### config.mk
export PLATFORM = sky130hd
export DESIGN_NAME = ctrl_fsm_smac_flat
export DESIGN_NICKNAME = d
export VERILOG_FILES = /design/src/rtl/ctrl_fsm_smac_pkg.sv /design/src/rtl/ctrl_fsm_smac_if.sv /design/src/rtl/ctrl_fsm_smac.sv /design/src/flat_wrapper.sv
export SDC_FILE = /design/constraint.sdc
export NUM_CORES = 1
export LEC_CHECK = 0
export BUFFER_PORTS_ARGS = -buffer_cell sky130_fd_sc_hd__buf_2
export CAP_MARGIN = 5
export CORE_UTILIZATION = 51
export CTS_CLUSTER_SIZE = 28
export DETAILED_ROUTE_END_ITERATION = 10
export GPL_TIMING_DRIVEN = 0
export MAX_ROUTING_LAYER = met4
export PLACE_DENSITY = 0.82
export SYNTH_ARGS = -nofsm -noshare
export SYNTH_HDL_FRONTEND = slang
export SYNTH_SLANG_ARGS = --single-unit
### constraint.sdc
create_clock -name clk -period 2.5 [get_ports clk]
set_input_delay 0.125 -clock clk [delete_from_list [all_inputs] [get_ports clk]]
set_output_delay 0.125 -clock clk [all_outputs]
set_load 0.01 [all_outputs]
### src/rtl/ctrl_fsm_smac_pkg.sv
// Shared types for the SMAC control FSM.
// State encoding and watchdog default.
package ctrl_pkg;

  typedef enum logic [3:0] {
    IDLE,
    CFG,
    WLOAD,
    ACC1,
    ACC2,
    ACC3,
    QUANT,
    WB,
    VEND,
    VCHK,
    FIN
  } ctrl_state_t;

  localparam int QTO_DEF = 64;

endpackage

### src/rtl/ctrl_fsm_smac_if.sv
// Status flags in, counter strobes out,
// between the SMAC control FSM and its counter top.
interface ctrl_fsm_smac_if;

  logic start;
  logic wt_valid;
  logic act_valid;
  logic wb_ready;
  logic cnt_sr_w7;
  logic bit_m;
  logic term_ac1;
  logic term_ac2;
  logic last_fil;
  logic remW;
  logic done_quant;
  logic relu_done;
  logic op_done;

  logic cnt_load;
  logic cnt_clear_start;
  logic cnt_clear_finish;
  logic cnt_clear_vol;
  logic wei_load;
  logic w_en_w;
  logic w_and_s_ac1;
  logic valid_ac2;
  logic valid_ac3;
  logic act_wb;
  logic cnt_in_vol;
  logic busy;
  logic done;
  logic err;

  modport master (
    output start, wt_valid, act_valid, wb_ready,
    output cnt_sr_w7, bit_m, term_ac1, term_ac2,
    output last_fil, remW, done_quant,
    output relu_done, op_done,
    input  cnt_load, cnt_clear_start,
    input  cnt_clear_finish, cnt_clear_vol,
    input  wei_load, w_en_w, w_and_s_ac1,
    input  valid_ac2, valid_ac3, act_wb,
    input  cnt_in_vol, busy, done, err
  );

  modport slave (
    input  start, wt_valid, act_valid, wb_ready,
    input  cnt_sr_w7, bit_m, term_ac1, term_ac2,
    input  last_fil, remW, done_quant,
    input  relu_done, op_done,
    output cnt_load, cnt_clear_start,
    output cnt_clear_finish, cnt_clear_vol,
    output wei_load, w_en_w, w_and_s_ac1,
    output valid_ac2, valid_ac3, act_wb,
    output cnt_in_vol, busy, done, err
  );

endinterface

### src/rtl/ctrl_fsm_smac.sv
// SMAC main control FSM: weight load, bit-serial MAC,
// quantization with watchdog, write-back, volume bookkeeping.
module ctrl_fsm_smac
  import ctrl_pkg::*;
#(
  parameter int Pw  = 4,
  parameter int Pa  = 8,
  parameter int QTO = QTO_DEF
) (
  input logic            clk,
  input logic            rst,
  ctrl_fsm_smac_if.slave bus
);

  localparam int WDW = $clog2(QTO + 1);
  localparam logic [WDW-1:0] WD_TO  = WDW'(QTO - 1);
  localparam logic [WDW-1:0] WD_MAX = WDW'(QTO);
  localparam int unused_prec = Pw + Pa;

  ctrl_state_t    state;
  ctrl_state_t    state_nx;
  logic [WDW-1:0] wd;
  logic           err_q;
  logic           wd_to;
  logic           unused_flags;

  // remW and bit_m only gate the counters
  assign unused_flags = ^{bus.bit_m, bus.remW};

  assign wd_to = (state == QUANT) && !bus.done_quant
               && (wd == WD_TO);

  always_ff @(posedge clk) begin
    if (rst) begin
      state <= IDLE;
      wd    <= '0;
      err_q <= 1'b0;
    end else begin
      state <= state_nx;
      if (state != QUANT)
        wd <= '0;
      else if (wd != WD_MAX)
        wd <= wd + WDW'(1);
      if (state == IDLE && bus.start)
        err_q <= 1'b0;
      else if (wd_to)
        err_q <= 1'b1;
    end
  end

  assign bus.busy = (state != IDLE);
  assign bus.done = (state == FIN);
  assign bus.err  = err_q;

  always_comb begin
    state_nx             = state;
    bus.cnt_load         = 1'b0;
    bus.cnt_clear_start  = 1'b0;
    bus.cnt_clear_finish = 1'b0;
    bus.cnt_clear_vol    = 1'b0;
    bus.wei_load         = 1'b0;
    bus.w_en_w           = 1'b0;
    bus.w_and_s_ac1      = 1'b0;
    bus.valid_ac2        = 1'b0;
    bus.valid_ac3        = 1'b0;
    bus.act_wb           = 1'b0;
    bus.cnt_in_vol       = 1'b0;
    unique case (state)
      IDLE: if (bus.start) state_nx = CFG;
      CFG: begin
        bus.cnt_load         = 1'b1;
        bus.cnt_clear_start  = 1'b1;
        bus.cnt_clear_finish = 1'b1;
        bus.cnt_clear_vol    = 1'b1;
        state_nx             = WLOAD;
      end
      WLOAD: begin
        bus.wei_load = bus.wt_valid;
        if (bus.wt_valid && bus.cnt_sr_w7)
          state_nx = ACC1;
      end
      ACC1: begin
        bus.w_and_s_ac1 = bus.act_valid;
        if (bus.act_valid && bus.term_ac1)
          state_nx = ACC2;
      end
      ACC2: begin
        bus.valid_ac2 = 1'b1;
        bus.w_en_w    = 1'b1;
        state_nx      = bus.term_ac2 ? ACC3 : ACC1;
      end
      ACC3: begin
        bus.valid_ac3 = 1'b1;
        state_nx      = bus.last_fil ? QUANT : WLOAD;
      end
      QUANT: begin
        if (bus.done_quant)
          state_nx = WB;
        else if (wd_to)
          state_nx = IDLE;
      end
      WB: begin
        bus.act_wb = bus.wb_ready;
        if (bus.wb_ready && bus.relu_done)
          state_nx = VEND;
      end
      VEND: begin
        bus.cnt_in_vol       = 1'b1;
        bus.cnt_clear_finish = 1'b1;
        state_nx             = VCHK;
      end
      VCHK: begin
        if (bus.op_done) begin
          state_nx = FIN;
        end else begin
          bus.cnt_clear_start = 1'b1;
          state_nx            = WLOAD;
        end
      end
      FIN:     state_nx = IDLE;
      default: state_nx = IDLE;
    endcase
  end

endmodule
### src/flat_wrapper.sv
// flat-port wrapper written by rule: the top's interface ports become plain ports
module ctrl_fsm_smac_flat import ctrl_pkg::*;
#(
  parameter int Pw  = 4,
  parameter int Pa  = 8,
  parameter int QTO = QTO_DEF
)
  (clk, rst, bus_start, bus_wt_valid, bus_act_valid, bus_wb_ready, bus_cnt_sr_w7, bus_bit_m, bus_term_ac1, bus_term_ac2, bus_last_fil, bus_remW, bus_done_quant, bus_relu_done, bus_op_done, bus_cnt_load, bus_cnt_clear_start, bus_cnt_clear_finish, bus_cnt_clear_vol, bus_wei_load, bus_w_en_w, bus_w_and_s_ac1, bus_valid_ac2, bus_valid_ac3, bus_act_wb, bus_cnt_in_vol, bus_busy, bus_done, bus_err);
  ctrl_fsm_smac_if bus_i ();
  input logic clk;
  input logic rst;
  input wire logic [$bits(bus_i.start)-1:0] bus_start;
  input wire logic [$bits(bus_i.wt_valid)-1:0] bus_wt_valid;
  input wire logic [$bits(bus_i.act_valid)-1:0] bus_act_valid;
  input wire logic [$bits(bus_i.wb_ready)-1:0] bus_wb_ready;
  input wire logic [$bits(bus_i.cnt_sr_w7)-1:0] bus_cnt_sr_w7;
  input wire logic [$bits(bus_i.bit_m)-1:0] bus_bit_m;
  input wire logic [$bits(bus_i.term_ac1)-1:0] bus_term_ac1;
  input wire logic [$bits(bus_i.term_ac2)-1:0] bus_term_ac2;
  input wire logic [$bits(bus_i.last_fil)-1:0] bus_last_fil;
  input wire logic [$bits(bus_i.remW)-1:0] bus_remW;
  input wire logic [$bits(bus_i.done_quant)-1:0] bus_done_quant;
  input wire logic [$bits(bus_i.relu_done)-1:0] bus_relu_done;
  input wire logic [$bits(bus_i.op_done)-1:0] bus_op_done;
  output wire logic [$bits(bus_i.cnt_load)-1:0] bus_cnt_load;
  output wire logic [$bits(bus_i.cnt_clear_start)-1:0] bus_cnt_clear_start;
  output wire logic [$bits(bus_i.cnt_clear_finish)-1:0] bus_cnt_clear_finish;
  output wire logic [$bits(bus_i.cnt_clear_vol)-1:0] bus_cnt_clear_vol;
  output wire logic [$bits(bus_i.wei_load)-1:0] bus_wei_load;
  output wire logic [$bits(bus_i.w_en_w)-1:0] bus_w_en_w;
  output wire logic [$bits(bus_i.w_and_s_ac1)-1:0] bus_w_and_s_ac1;
  output wire logic [$bits(bus_i.valid_ac2)-1:0] bus_valid_ac2;
  output wire logic [$bits(bus_i.valid_ac3)-1:0] bus_valid_ac3;
  output wire logic [$bits(bus_i.act_wb)-1:0] bus_act_wb;
  output wire logic [$bits(bus_i.cnt_in_vol)-1:0] bus_cnt_in_vol;
  output wire logic [$bits(bus_i.busy)-1:0] bus_busy;
  output wire logic [$bits(bus_i.done)-1:0] bus_done;
  output wire logic [$bits(bus_i.err)-1:0] bus_err;
  assign bus_i.start = bus_start;
  assign bus_i.wt_valid = bus_wt_valid;
  assign bus_i.act_valid = bus_act_valid;
  assign bus_i.wb_ready = bus_wb_ready;
  assign bus_i.cnt_sr_w7 = bus_cnt_sr_w7;
  assign bus_i.bit_m = bus_bit_m;
  assign bus_i.term_ac1 = bus_term_ac1;
  assign bus_i.term_ac2 = bus_term_ac2;
  assign bus_i.last_fil = bus_last_fil;
  assign bus_i.remW = bus_remW;
  assign bus_i.done_quant = bus_done_quant;
  assign bus_i.relu_done = bus_relu_done;
  assign bus_i.op_done = bus_op_done;
  assign bus_cnt_load = bus_i.cnt_load;
  assign bus_cnt_clear_start = bus_i.cnt_clear_start;
  assign bus_cnt_clear_finish = bus_i.cnt_clear_finish;
  assign bus_cnt_clear_vol = bus_i.cnt_clear_vol;
  assign bus_wei_load = bus_i.wei_load;
  assign bus_w_en_w = bus_i.w_en_w;
  assign bus_w_and_s_ac1 = bus_i.w_and_s_ac1;
  assign bus_valid_ac2 = bus_i.valid_ac2;
  assign bus_valid_ac3 = bus_i.valid_ac3;
  assign bus_act_wb = bus_i.act_wb;
  assign bus_cnt_in_vol = bus_i.cnt_in_vol;
  assign bus_busy = bus_i.busy;
  assign bus_done = bus_i.done;
  assign bus_err = bus_i.err;
  ctrl_fsm_smac #(.Pw(Pw), .Pa(Pa), .QTO(QTO)) u_core (.clk(clk), .rst(rst), .bus(bus_i));
endmodule
==> impl_metrics.ini <==
[yosys]
synth_top_area_frac = 0.2949
syn_area_um2 = 814.5
yosysTopAreaCell = dfxtp_1
ys_async_sr_fraction = 0
ys_ff_latch = 12
synthFlopType = dfxtp_1
syn_inst = 101
yosysSeqAreaShare = 0.2949
synth_common_cells = nor2_1, dfxtp_1, nand2_1
synth_nets = 118
synthTopCellsByArea = dfxtp_1, nor2_1, nand2b_1
synth-edff-count = 0
synth.avg_cell_area_um2 = 8.065
yosysWarnings = 0
yosysMostFrequentCell = nor2_1
synth_cell_types = 38

[job]
drv_cap = 0

[setup_path]
r2r_cells = 5
worst_ep_required_time_ns = 2.38
path_buf_inv = 2
critPathMaxFanout = 10
path_depth = 5
r2r_slack_ns = 0.83
arrival_ns = 1.64
path_class = register to output pin
timing.rr.end = u_core.state[3]
cpPeakStageDelay_ns = 0.35
cpLargestDelayFamily = simple AND/OR/NAND/NOR gates
crit_path_end_kind = output pin
cpMaxStageDelayCell = dfxtp_1
reg2reg_from = u_core.wd[0]
path_cells = clkbuf_1, nand2b_1, nor3_1, or2_2, buf_2
critPathLaunchType = register

[power]
power.static_leakage_uw = 0.0004488
ir_drop_mv = 0.4344
clock_power_share = 0.176
pwr-share-seq = 0.329
powerDensity_nw_per_um2 = 674.0
pwr-share-comb = 0.495
p_sw_frac = 0.3804
p_int_uw = 412.3
power.total_uw = 665.4
switchingPower_uw = 253.1

[clock_tree]
cts_tree = done
clk_latency_ns = 0.27
cts_setup_buffers = 0
cts_buffers = 3
cts_hold_buf = 0
cts-root-buf = clkbuf_4
clockBufferDepth = 2
clock-sinks = 12
htree_num_levels = 1
post_cts_resized = 0
cts.reportedPaths.clkPinSlew_ns = 0.08

[global_routing]
grt_pass1_vias = 751
grt_pass1_wl_mm = 3.001
grt_overflow = 0
grt_usage = 0.2268
antenna_found_initial = 0
grt_max_degree = 11

[run_status]
status = finished clean

[floorplan]
coreArea_um2 = 1506
rows = 14
die_area_um2 = 1761
die_w_um = 41.97
die_y_um = 41.97
io-pin-count = 29
initial_utilization = 0.5407

[timing]
skew_ns = 0.009597
min_period_ns = 1.764
setup_tns_ns = 0
setup_viol = 0
fin_hold_ws_ns = 0.07425
fin_crit_sh = 0.7058
worst_pin_slew_ns = 0.4178
rsz0062_at_grt = false
fmax_mhz = 566.8
finalHoldViolations = 0
relSlewSlack = 0.7209
slew_violations = 0

[hold_path]
whs_endpoint = u_core.bus.err
min_from = bus_start
min_path_cells = 2
hp-class = input port to register

[final_layout]
antenna_cells = 0
final_layout_size_suffix_gt1_frac = 0.3231
multi_input_area_um2 = 528.0
synthToLayoutAreaGrowth_pct = 21.20
final_nets = 149
n_fill_cell = 137
seqCellArea_um2 = 240.2

[drt]
drt_iter0_drc = 11
viasPerCell = 5.445
num_vias = 795
route.antenna.remaining_nets = 0
drcViolationCount = 0
wl_mm = 1.779
dr.pass1.iters = 4
wl_per_cell_um = 12.18

[place]
dp_hpwl_mm = 1.389
place_congestion = 0.8490
port_buffers = 26
power groups by stage:
| stage | sequential [µW] | clock [µW] | combinational, µW |
|---|---|---|---|
| finish | 219 | 117 | 330 |
| global route | 221 | 129 | 364 |
| CTS | 219 | 118 | 331 |
| detailed placement | 223 | 0 | 329 |
| global placement | 221 | 0 | 321 |
| floorplan | 220 | 0 | 236 |
metrics by stage:
step | setup slack [ns] | instance area (µm²) | std cells | utilization
6_report | 0.7356 | 987.2 | 146 | 0.6553
5_1_grt | 0.5699 | 987.2 | 146 | 0.6553
4_1_cts | 0.7528 | 987.2 | 146 | 0.6553
3_5_place_dp | 0.8421 | 964.7 | 143 | 0.6404
3_3_place_gp | 0.8947 | 964.7 | 143 | 0.6404
2_1_floorplan | 1.041 | 814.5 | 101 | -
cell usage in the layout (no fill, tap or decap), drive strengths merged, types with 2 or more instances in the layout:
cell type  instances
a21oi              2
and3               3
buf               31
clkbuf             4
dfxtp             12
ha                 2
inv                2
mux2i              2
nand2              8
nand2b             6
nand3              3
nand3b             3
nor2              13
nor2b              5
nor3               5
o21a               2
o21ai              5
or2                2
or3                2
xnor2              3
xor2               2
logic make-up after synthesis:
| logic type | Yosys count | synth area share |
|---|---|---|
| muxes | 3 | 0.03840 |
| DFF | 12 | 0.2949 |
| buffers and inverters | 8 | 0.05683 |
| and+or+nand+nor | 55 | 0.3825 |
| xor gates and xnor gates | 5 | 0.05377 |
| adders and majority gates | 2 | 0.03072 |
| AOI/OAI and AO/OA | 16 | 0.1429 |
flip-flops by register name (all words and copies together) (netlist names):
| name | cells |
|---|---|
| u_core.wd | 7 |
| u_core.state | 4 |
| u_core.bus.err | 1 |
layout make-up:
type / instances / area share
plain buffers: 6 / 0.03929
clock buffers: 3 / 0.02281
inverters: 2 / 0.007605
multi-input cells: 81 / 0.5349
flip-flops and latches: 12 / 0.2433
well taps: 16 / 0.02028
repair buffers: 26 / 0.1318
worst max path at each step:
stage                    startpoint              endpoint
floorplan              u_core.wd[0]       u_core.state[2]
global placement       u_core.wd[0]       u_core.state[2]
detailed placement     u_core.wd[0]       u_core.state[2]
CTS                 u_core.state[0]          bus_cnt_load
global route        u_core.state[0]          bus_cnt_load
finish              u_core.state[0]  bus_cnt_clear_finish
routing by layer:
layer / GRT usage / vias to the layer above / share of wire
met2: 0.4188 / 19 / 0.51
li1: - / 408 / -
met3: 0.02609 / 4 / 0.028
met4: 0.09677 / 0 / 0.017
met1: 0.2399 / 364 / 0.45
met5: - / - / 0
Power figures use the tool's default switching activity.
